$ cat src/rtl/uart_tx_serializer.sv
// UART transmit serializer: pops bytes from the TX FIFO and shifts out
// start / 5-8 data / optional parity / 1, 1.5 or 2 stop bits on 16x baud ticks.
module uart_tx_serializer (
  input  logic       clk,
  input  logic       rst,
  input  logic       baud_tick,
  input  logic       fifo_rempty,
  input  logic [7:0] fifo_data,
  output logic       fifo_read,
  input  logic [1:0] lcr_wls,
  input  logic       lcr_stb,
  input  logic       lcr_pen,
  input  logic       lcr_eps,
  input  logic       lcr_sp,
  input  logic       lcr_bc,
  output logic       txd,
  output logic       tx_busy,
  output logic       temt
);

  typedef enum logic [2:0] {IDLE, LOAD, START, DATA, PARITY, STOP} state_t;

  state_t     state;
  logic [4:0] tick_cnt;
  logic [7:0] shreg;
  logic [2:0] bit_idx;
  logic       line_q;
  logic [1:0] wls_q;
  logic       stb_q;
  logic       pen_q;
  logic       par_q;

  logic [4:0] last_cnt;
  logic       bit_end;
  logic [7:0] data_mask;
  logic       par_calc;

  always_comb begin
    last_cnt = 5'd15;
    if (state == STOP && stb_q)
      last_cnt = (wls_q == 2'd0) ? 5'd23 : 5'd31;
    bit_end = baud_tick && (tick_cnt == last_cnt);

    unique case (lcr_wls)
      2'd0:    data_mask = 8'h1F;
      2'd1:    data_mask = 8'h3F;
      2'd2:    data_mask = 8'h7F;
      default: data_mask = 8'hFF;
    endcase

    if (lcr_sp)
      par_calc = ~lcr_eps;
    else if (lcr_eps)
      par_calc = ^(fifo_data & data_mask);
    else
      par_calc = ~^(fifo_data & data_mask);
  end

  assign fifo_read = (state == IDLE) && !fifo_rempty && !rst;
  assign tx_busy   = (state != IDLE);
  assign temt      = (state == IDLE) && fifo_rempty;

  // line_q is the frame's own bit value; txd is line_q's next value gated by
  // break, so releasing break restores the live bit after one clock.
  always_ff @(posedge clk) begin
    if (rst) begin
      state    <= IDLE;
      tick_cnt <= '0;
      shreg    <= '0;
      bit_idx  <= '0;
      line_q   <= 1'b1;
      txd      <= 1'b1;
      wls_q    <= '0;
      stb_q    <= 1'b0;
      pen_q    <= 1'b0;
      par_q    <= 1'b0;
    end else begin
      txd <= line_q & ~lcr_bc;
      if (state != IDLE && state != LOAD && baud_tick)
        tick_cnt <= bit_end ? '0 : tick_cnt + 5'd1;

      unique case (state)
        IDLE: begin
          if (fifo_read)
            state <= LOAD;
        end
        LOAD: begin
          shreg    <= fifo_data;
          wls_q    <= lcr_wls;
          stb_q    <= lcr_stb;
          pen_q    <= lcr_pen;
          par_q    <= par_calc;
          tick_cnt <= '0;
          bit_idx  <= '0;
          line_q   <= 1'b0;
          txd      <= 1'b0;
          state    <= START;
        end
        START: begin
          if (bit_end) begin
            line_q <= shreg[0];
            txd    <= shreg[0] & ~lcr_bc;
            state  <= DATA;
          end
        end
        DATA: begin
          if (bit_end) begin
            if (bit_idx == {1'b1, wls_q}) begin
              if (pen_q) begin
                line_q <= par_q;
                txd    <= par_q & ~lcr_bc;
                state  <= PARITY;
              end else begin
                line_q <= 1'b1;
                txd    <= ~lcr_bc;
                state  <= STOP;
              end
            end else begin
              bit_idx <= bit_idx + 3'd1;
              shreg   <= shreg >> 1;
              line_q  <= shreg[1];
              txd     <= shreg[1] & ~lcr_bc;
            end
          end
        end
        PARITY: begin
          if (bit_end) begin
            line_q <= 1'b1;
            txd    <= ~lcr_bc;
            state  <= STOP;
          end
        end
        STOP: begin
          if (bit_end)
            state <= IDLE;
        end
        default: state <= IDLE;
      endcase
    end
  end

endmodule
$ cat config.mk
export PLATFORM = sky130hd
export DESIGN_NAME = uart_tx_serializer
export DESIGN_NICKNAME = d
export VERILOG_FILES = /design/src/rtl/uart_tx_serializer.sv
export SDC_FILE = /design/constraint.sdc
export NUM_CORES = 1
export LEC_CHECK = 0
export ABC_AREA = 1
export CORE_MARGIN = 2
export CORE_UTILIZATION = 55
export CTS_CLUSTER_SIZE = 28
export DETAILED_ROUTE_END_ITERATION = 12
export PLACE_DENSITY = 0.82
export SETUP_SLACK_MARGIN = 0.4
export SLEW_MARGIN = 15
export SYNTH_ARGS = -nofsm -noshare
export SYNTH_HDL_FRONTEND = slang
export SYNTH_SLANG_ARGS = --single-unit
$ cat constraint.sdc
create_clock -name clk -period 2.3 [get_ports clk]
set_input_delay 0.46 -clock clk [delete_from_list [all_inputs] [get_ports clk]]
set_output_delay 0.46 -clock clk [all_outputs]
set_load 0.02 [all_outputs]
==> results.cfg, run 1 <==
[cells_and_area]
fin_nets = 290
utilization_pct = 68.4
fin_cells = 299
finalInstanceArea_um2 = 1850
area_delta_synth_final_pct = 20.5
drive_gt1_share_pct = 10.1
n_antenna_cell = 0

[flow_run]
drv_cap = 0

[pwr]
peakVddDrop_uv = 584
leakage_uw = 0.000827
power_per_cell_area_nw_per_um2 = 803

[grt]
antenna_found_initial = 0
grt_pass1_vias = 1470
overflow = 0
track_usage_pct = 22.5
grt_pass1_wl_um = 5960
grt_max_degree = 17

[hold_path]
worstHoldPathType = register to register
whs_endpoint = line_q
whs_path_depth = 2
hold_path_startpoint = line_q

[floorplanning]
rows = 19
io_pins = 23
dieArea_um2 = 3240
core_um2 = 2710
initial_core_util_pct = 56.8
die_y_um = 56.9
fp.dieW_um = 56.9

[sta]
fin_crit_ns = 1.81
maxSlewViolCount = 0
worstMarginPinSlew_ns = 0.333
hold_viol_final = 0
fmax_mhz = 552
fin_skew_ns = 0.0108
post-route-period-util_pct = 78.7
relSlewSlack_pct = 77.8
setup_tns_ns = 0
setup_viol = 0
rsz0062_at_grt = false

[worst_setup_path]
worstSetupPathType = input pin to output pin
crit_path_start = fifo_rempty
startpoint_type = input pin
ff2ff_setup_slack_ns = 0.68
crit_path_end_kind = output pin
reg2reg_from = state[0]
required_ns = 1.84
r2r-end = shreg[7]
worstPathArrival_ns = 1.35
reg2reg_depth = 9
worstPathMaxFanout = 2

[yosys]
synth_common_cells = 63 x nand2_1, 33 x inv_1, 26 x dfxtp_1
post_synth.cell_area_avg_um2 = 6.31
synth_edf_count = 0
seq_area_frac_synth_pct = 33.8
synth_cell_types = 24
syn_area_um2 = 1540
synthCells = 244
synth_warnings = 0
ys_dominant_reg_cell = dfxtp_1
synth.area.top_cells = dfxtp_1 34%, nand2_1 15%, inv_1 8.0%
yosys_register_bits = 26
post-synth-top-count-cell = nand2_1
synth_top_area_share_pct = 33.8
synth_nets = 265
synth_top_area_cell = dfxtp_1
async_flop_share_pct = 0

[clock_tree]
clkLatencyLatePin_ns = 0.33
cts_tree = built
clk_path_buf_depth = 2
post_cts_buffers = 0
cts_root_buf = clkbuf_4
cts_htree_levels = 1
cts.clk_slew.worst_paths_ns = 0.13
clkSinkCount = 26
cts_buffers = 3

[routing]
postRouteAntennaNets = 0
drt_wl_total_um = 3310
dr.pass1.iters = 5
wl_per_cell_um = 11.1
drc = 0
vias = 1580
viasPerCell = 5.28
first_iter_violations = 90

[placement]
place_inst = 295
dp_hpwl_um = 2490
place.gp.congestion = 0.812
portBuffers = 22
dpl_cell_area_um2 = 1800

[status]
outcome = finished clean
per-layer routing:
layer,GRT usage [%],routed length [µm],vias up
met3,2.07,157,4
met4,8.31,43,0
met2,39.7,1550,48
met5,0,0,-
met1,28.0,1560,698
li1,-,-,830
worst max-delay path, stage by stage:
cell and delay, ns:
clkdlybuf4s50_1 0.49, inv_1 0.05, nor2_1 0.09, clkdlybuf4s15_2 0.26
sequential cells by signal (all words and copies together) (netlist names):
register / flops
shreg: 8
tick_cnt: 5
bit_idx: 3
state: 3
wls_q: 2
line_q: 1
par_q: 1
pen_q: 1
stb_q: 1
txd: 1
per-stage QoR:
step,hold WS [ns],setup WS [ns],power [µW]
final,0.473,0.490,1490
after global routing,0.510,0.419,1600
after CTS,0.479,0.281,1490
after detailed placement,0.446,0.105,1180
after global placement,0.445,0.114,1170
after floorplan,0.429,0.606,1010
power by group:
group / switching (µW) / internal [µW] / total (µW)
sequential: 66.0 / 544 / 610
clock: 139 / 176 / 315
combinational: 346 / 217 / 563
total: 551 / 938 / 1490
layout make-up:
class	instances	area [µm²]
sequential	26	523
clock inverter	1	30.0
clock buffer	3	22.5
timing repair buffer	25	238
multi-input combinational	177	867
fill	250	856
inverter	36	135
tap	31	38.8
cells in the final DEF (no fill, tap or decap), types with 6 or more instances in the layout:
| cell type | n |
|---|---|
| clkdlybuf4s50_1 | 19 |
| dfxtp_1 | 24 |
| o21ai_0 | 18 |
| a21oi_1 | 19 |
| nor2_1 | 22 |
| nand3_1 | 24 |
| inv_1 | 32 |
| xor2_1 | 6 |
| nand4_1 | 6 |
| nand2_1 | 62 |
kinds of logic (layout without fill, tap and decap cells):
| kind of cell | count (synthesis) | count (layout) | synth area share, % |
|---|---|---|---|
| AND/OR/NAND/NOR | 127 | 127 | 36.3 |
| AO/OA/AOI/OAI | 41 | 41 | 14.1 |
| buffers and inverters | 41 | 65 | 10.2 |
| flip-flops | 26 | 26 | 33.8 |
| XOR/XNOR | 7 | 7 | 3.98 |
| adder cells (fa/ha/maj) | 2 | 2 | 1.63 |
worst max path at each step:
stage                     end  slack [ns]  cells after the start
floorplan            state[0]        0.61                      8
global placement    fifo_read        0.11                      3
detailed placement  fifo_read        0.10                      3
CTS                 fifo_read        0.28                      4
global route             temt        0.42                      4
finish                   temt        0.49                      4
timing repair:
item                                    in CTS  in global routing
gates resized for setup                      7                  5
endpoints found under the setup margin       3                  4
pin swaps                                    0                  0
hold buffers                                 0                  0
gates cloned                                 0                  0
(Power assumes the default switching activity.)
==> run 2, diff against run 1 <==
- CORE_UTILIZATION: 55 -> 53
- PLACE_DENSITY: 0.82 -> 0.79
- clock period: 2.3 -> 1.76 ns (I/O delays scaled with it)
==> run 2 against run 1 <==
Cell area rose by 14%. Combinational power grew 90%. Worst setup slack got worse by 0.34 ns. Routed wire length up 19%. Largest cell class unchanged. Via count increased by 8.0%. Core utilization is 8.4 points higher. Register-to-register slack worse by 0.53 ns. First-iteration DRC count down 14%.
==> results.cfg, run 2 (same netlist as run 1, synthesis figures left out) <==
[status]
outcome = finished clean

[cells_and_area]
largest_reg_flops = 8
final_common_cell = nand2_1
final_cell_mix = 56 x nand2_1, 30 x inv_1, 24 x nand3_1
top_regs = shreg: 8 flops, tick_cnt: 5 flops
utilization_pct = 76.9
n_antenna_cell = 0
drive_gt1_share_pct = 24.6
area_delta_synth_final_pct = 37.7
fillers = 229
finalInstanceArea_um2 = 2120
fin_nets = 308
top_register = shreg

[pwr]
comb_power_share_pct = 50.1
peakVddDrop_uv = 929
pwr-share-clk_pct = 12.4
leakage_uw = 0.000958
pwr-share-seq_pct = 37.5
p_int_uw = 1260
power_per_cell_area_nw_per_um2 = 1010
swShare_pct = 40.9
power_uw = 2140
p_sw_uw = 874

[sta]
maxSlewViolCount = 0
worst_slack_ns = 0.148
fin_crit_ns = 1.61
worstMarginPinSlew_ns = 0.247
rsz0062_at_grt = true
setup_viol = 0
whs_ns = 0.444
fin_skew_ns = 0.00523
fmax_mhz = 620
relSlewSlack_pct = 83.5
post-route-period-util_pct = 91.6
hold_viol_final = 0

[worst_setup_path]
startpoint_type = register
worstSetupPathType = register to register
required_ns = 2.03
reg2reg_from = state[1]
crit_chain = buf_6 > inv_4 > nand2_4 > nor2_4 > nand3_1 > nand2_2 > nand3_4 > nor2_4 > o21ai_0 > a21oi_1
crit_path_frequent_cell = nor2_4
worstPathArrival_ns = 1.89
ff2ff_setup_slack_ns = 0.15
slowest_stage = dfxtp_2
crit_path_end_kind = register
path_buf_inv = 2
slowest_delay_ns = 0.37
r2r-end = shreg[2]
worstPathMaxFanout = 7
reg2reg_depth = 10
path_delay_family = simple AND/OR/NAND/NOR gates

[floorplanning]
fp.dieW_um = 57.9
die_y_um = 57.9
core_um2 = 2760
rows = 19
io_pins = 23
initial_core_util_pct = 55.8
dieArea_um2 = 3350

[grt]
grt_pass1_wl_um = 6240
antenna_found_initial = 0
grt_max_degree = 17
grt_pass1_vias = 1552
overflow = 0
track_usage_pct = 23.6

[hold_path]
whs_endpoint = wls_q[0]
worstHoldPathType = input pin to register
whs_path_depth = 3
hold_path_startpoint = lcr_wls[0]

[placement]
pre_cts_slack_ns = -0.273
dp_hpwl_um = 2520
portBuffers = 22
place.gp.congestion = 0.815
dpl_cell_area_um2 = 1870

[clock_tree]
cts-hold-fix-buffers = 0
cts_root_buf = clkbuf_4
cts.clk_slew.worst_paths_ns = 0.14
clkLatencyLatePin_ns = 0.33
clk_path_buf_depth = 2
cts_buffers = 3
cts_tree = built
cts_htree_levels = 1
clkSinkCount = 26

[routing]
viasPerCell = 5.40
vias = 1706
drt_wl_total_um = 3950
postRouteAntennaNets = 0
dr.pass1.iters = 4
drc = 0
first_iter_violations = 77
wl_per_cell_um = 12.5

[flow_run]
drv_cap = 0
==> run 2: power groups by stage <==
stage          Clock (µW)  Sequential (µW)  Combinational (µW)
2_1_floorplan           0              800                 559
3_3_place_gp            0              795                 819
3_5_place_dp            0              799                 831
4_1_cts               260              794                 957
5_1_grt               278              812                1180
6_report              264              800                1070
==> run 2: layer usage <==
metal	track usage [%]	wire length [µm]	vias up
li1	-	-	866
met1	27.5	1630	769
met2	43.2	2000	57
met3	2.90	214	14
met4	10.3	105	0
met5	0	0	-
==> run 2: worst reg2reg max path: cells and delay by family, from the launching register on <==
family / cells / cell delay [ns]
and+or+nand+nor: 6 / 0.77
DFF: 1 / 0.37
AOI/OAI and AO/OA: 2 / 0.23
buffers and inverters: 2 / 0.19
==> run 2: worst max path at each step <==
stage | startpoint | endpoint | slack [ns] | cells after the start
3_3_place_gp | rst | fifo_read | -0.26 | 3
4_1_cts | rst | fifo_read | 0.19 | 3
2_1_floorplan | state[1] | state[2] | 0.28 | 8
3_5_place_dp | rst | fifo_read | -0.27 | 3
6_report | state[1] | shreg[2] | 0.15 | 10
5_1_grt | state[1] | state[0] | 0.04 | 11
==> run 2: timing repair <==
action / CTS / global route
pin swaps: 11 / 12
setup endpoints to repair: 27 / 28
cloned: 1 / 0
gates resized for setup: 51 / 21
setup buffers: 7 / 3
==> run 2: through the flow <==
stage	TNS (ns)	std cells
finish	0	316
detailed placement	-2.21	302
global placement	-1.93	302
CTS	0	313
floorplan	0	244
global route	0	316
==> run 2: final cells by class <==
class	instances	area, µm²	share of cell area, %
Sequential cell	26	529	25.0
Multi-Input combinational cell	178	1000	47.3
Clock buffer	3	22.5	1.06
Timing Repair Buffer	42	388	18.3
Inverter	36	138	6.49
Tap cell	31	38.8	1.83
==> run 3, diff against run 2 <==
- CORE_ASPECT_RATIO: not set -> 0.75
- clock period: 1.76 -> 1.6 ns (I/O delays scaled with it)
==> run 3 against run 2 <==
The flow now finishes with violations (negative setup slack). Final cell count is 7.0% higher. Non-clock buffer count is 16 higher. Clock skew is 0.0086 ns higher. Via count is 10% higher. Combinational power is 34% higher. Sequential share of layout area is 2.7 points lower. Die area is 0.13% higher. Global-route usage is 3.8 points higher.
==> results.cfg, run 3 (same netlist as run 1, synthesis figures left out) <==
[status]
outcome = finished, violations left
violations = negative setup slack

[sta]
fin_crit_ns = 1.68
worstMarginPinSlew_ns = 0.262
fin_skew_ns = 0.0138
worst_slack_ns = -0.0807
maxSlewViolCount = 0
relSlewSlack_pct = 82.5
setup_viol = 18
fmax_mhz = 595
hold_viol_final = 0
post-route-period-util_pct = 105
whs_ns = 0.474
rsz0062_at_grt = true

[worst_setup_path]
reg2reg_from = tick_cnt[1]
startpoint_type = register
crit_path_end_kind = register
reg2reg_depth = 10
worstSetupPathType = register to register
crit_path_start = tick_cnt[1]
r2r-end = shreg[1]
worstPathMaxFanout = 8
worstPathArrival_ns = 1.85
ff2ff_setup_slack_ns = -0.08
cp-endpoint = shreg[1]
required_ns = 1.77

[routing]
first_iter_violations = 124
dr.pass1.iters = 5
viasPerCell = 5.57
wl_per_cell_um = 15.1
drc = 0
postRouteAntennaNets = 0
drt_wl_total_um = 5110
vias = 1883

[hold_path]
worstHoldPathType = register to register

[floorplanning]
die_y_um = 50.7
core_um2 = 2680
io_pins = 23
fp.dieW_um = 66.2
initial_core_util_pct = 57.4
dieArea_um2 = 3360
rows = 16

[clock_tree]
cts_buffers = 3
clk_path_buf_depth = 2
clkLatencyLatePin_ns = 0.29
cts-hold-fix-buffers = 0
cts.clk_slew.worst_paths_ns = 0.10
clkSinkCount = 26
cts_tree = built
cts_htree_levels = 1
cts_root_buf = clkbuf_8

[cells_and_area]
fillers = 134
drive_gt1_share_pct = 29.8
top_register = shreg
final_cell_mix = 55 x nand2_1, 29 x inv_1, 26 x buf_4
fin_cells = 338
area_delta_synth_final_pct = 53.7
fin_nets = 324
n_antenna_cell = 0
final_common_cell = nand2_1
largest_reg_flops = 8
finalInstanceArea_um2 = 2370
top_regs = shreg: 8 flops, tick_cnt: 5 flops

[grt]
met2_usage_pct = 45.7
grt_use_met1_pct = 37.6
grt_pass1_vias = 1634
grt_pass1_wl_um = 7220
antenna_found_initial = 0
top_usage_layer = met2
grt_max_degree = 17
track_usage_pct = 27.4
overflow = 0
met3_usage_pct = 4.93

[placement]
pre_cts_slack_ns = -0.332
place.gp.congestion = 0.869
portBuffers = 22
place_inst = 327
dpl_cell_area_um2 = 2040
dp_hpwl_um = 2790

[pwr]
power_per_cell_area_nw_per_um2 = 1210
peakVddDrop_uv = 695
leakage_uw = 0.00110

[flow_run]
drv_cap = 0
==> run 3: cell count changes in the layout (fill, tap and decap cells not counted), sizes merged <==
cell,previous run,this run
bufinv,0,1
clkdlybuf4s15,0,1
buf,23,38
dlymetal6s2s,2,3
clkbuf,3,4
clkdlybuf4s50,12,5
dlygate4sd2,5,10
==> run 3: through the flow <==
stage	utilization, %	total power [µW]	setup TNS [ns]
after CTS	82.5	2550	0
final	88.2	2850	-0.609
after global routing	88.2	2990	-2.05
after global placement	76.2	1900	-4.41
after detailed placement	76.2	1910	-5.02
after floorplan	-	1510	0
==> run 3: worst min-delay path by stage <==
stage | start | to | depth (start not counted)
after floorplan | line_q | line_q | 2
after global placement | line_q | line_q | 2
after detailed placement | line_q | line_q | 2
after CTS | line_q | line_q | 2
after global routing | shreg[7] | shreg[7] | 2
final | shreg[7] | shreg[7] | 2
==> run 3: worst max-delay path, stage by stage (launching register included) <==
cell and delay, ns:
dfxtp_2 0.35, ha_2 0.17, nand2_1 0.07, nor2_1 0.13, nand2_1 0.11, nor2_2 0.14, nand3_4 0.16, inv_2 0.15
nand2_4 0.11, nand3_1 0.12, a21oi_1 0.08
==> run 3: timing repair <==
item | 4_1_cts | 5_1_grt
cloned | 1 | 1
buffers inserted | 2 | 3
hold endpoints to repair | 0 | 0
resized for setup | 57 | 34
endpoints found under the setup margin | 30 | 29
pin swaps | 12 | 14
==> run 3: final cells by class <==
class,instances,area [µm²],share of cell area (%)
timing repair buffer,58,551,23.3
sequential,26,527,22.3
clock buffer,3,41.3,1.75
multi-input combinational,178,1030,43.6
clock inverter,1,30.0,1.27
tap,36,45.0,1.90
inverter,36,140,5.92
==> run 3: power breakdown <==
part           leakage, µW  switching (µW)  internal [µW]
logic             0.000852             790            638
clock network    0.0000357             226            336
registers         0.000214            78.8            786
total              0.00110            1100           1760
==> run 3: routing by layer <==
metal / wire, µm / up-vias
li1: - / 900
met1: 2160 / 853
met2: 2480 / 109
met3: 356 / 21
met4: 122 / 0
met5: 0 / -
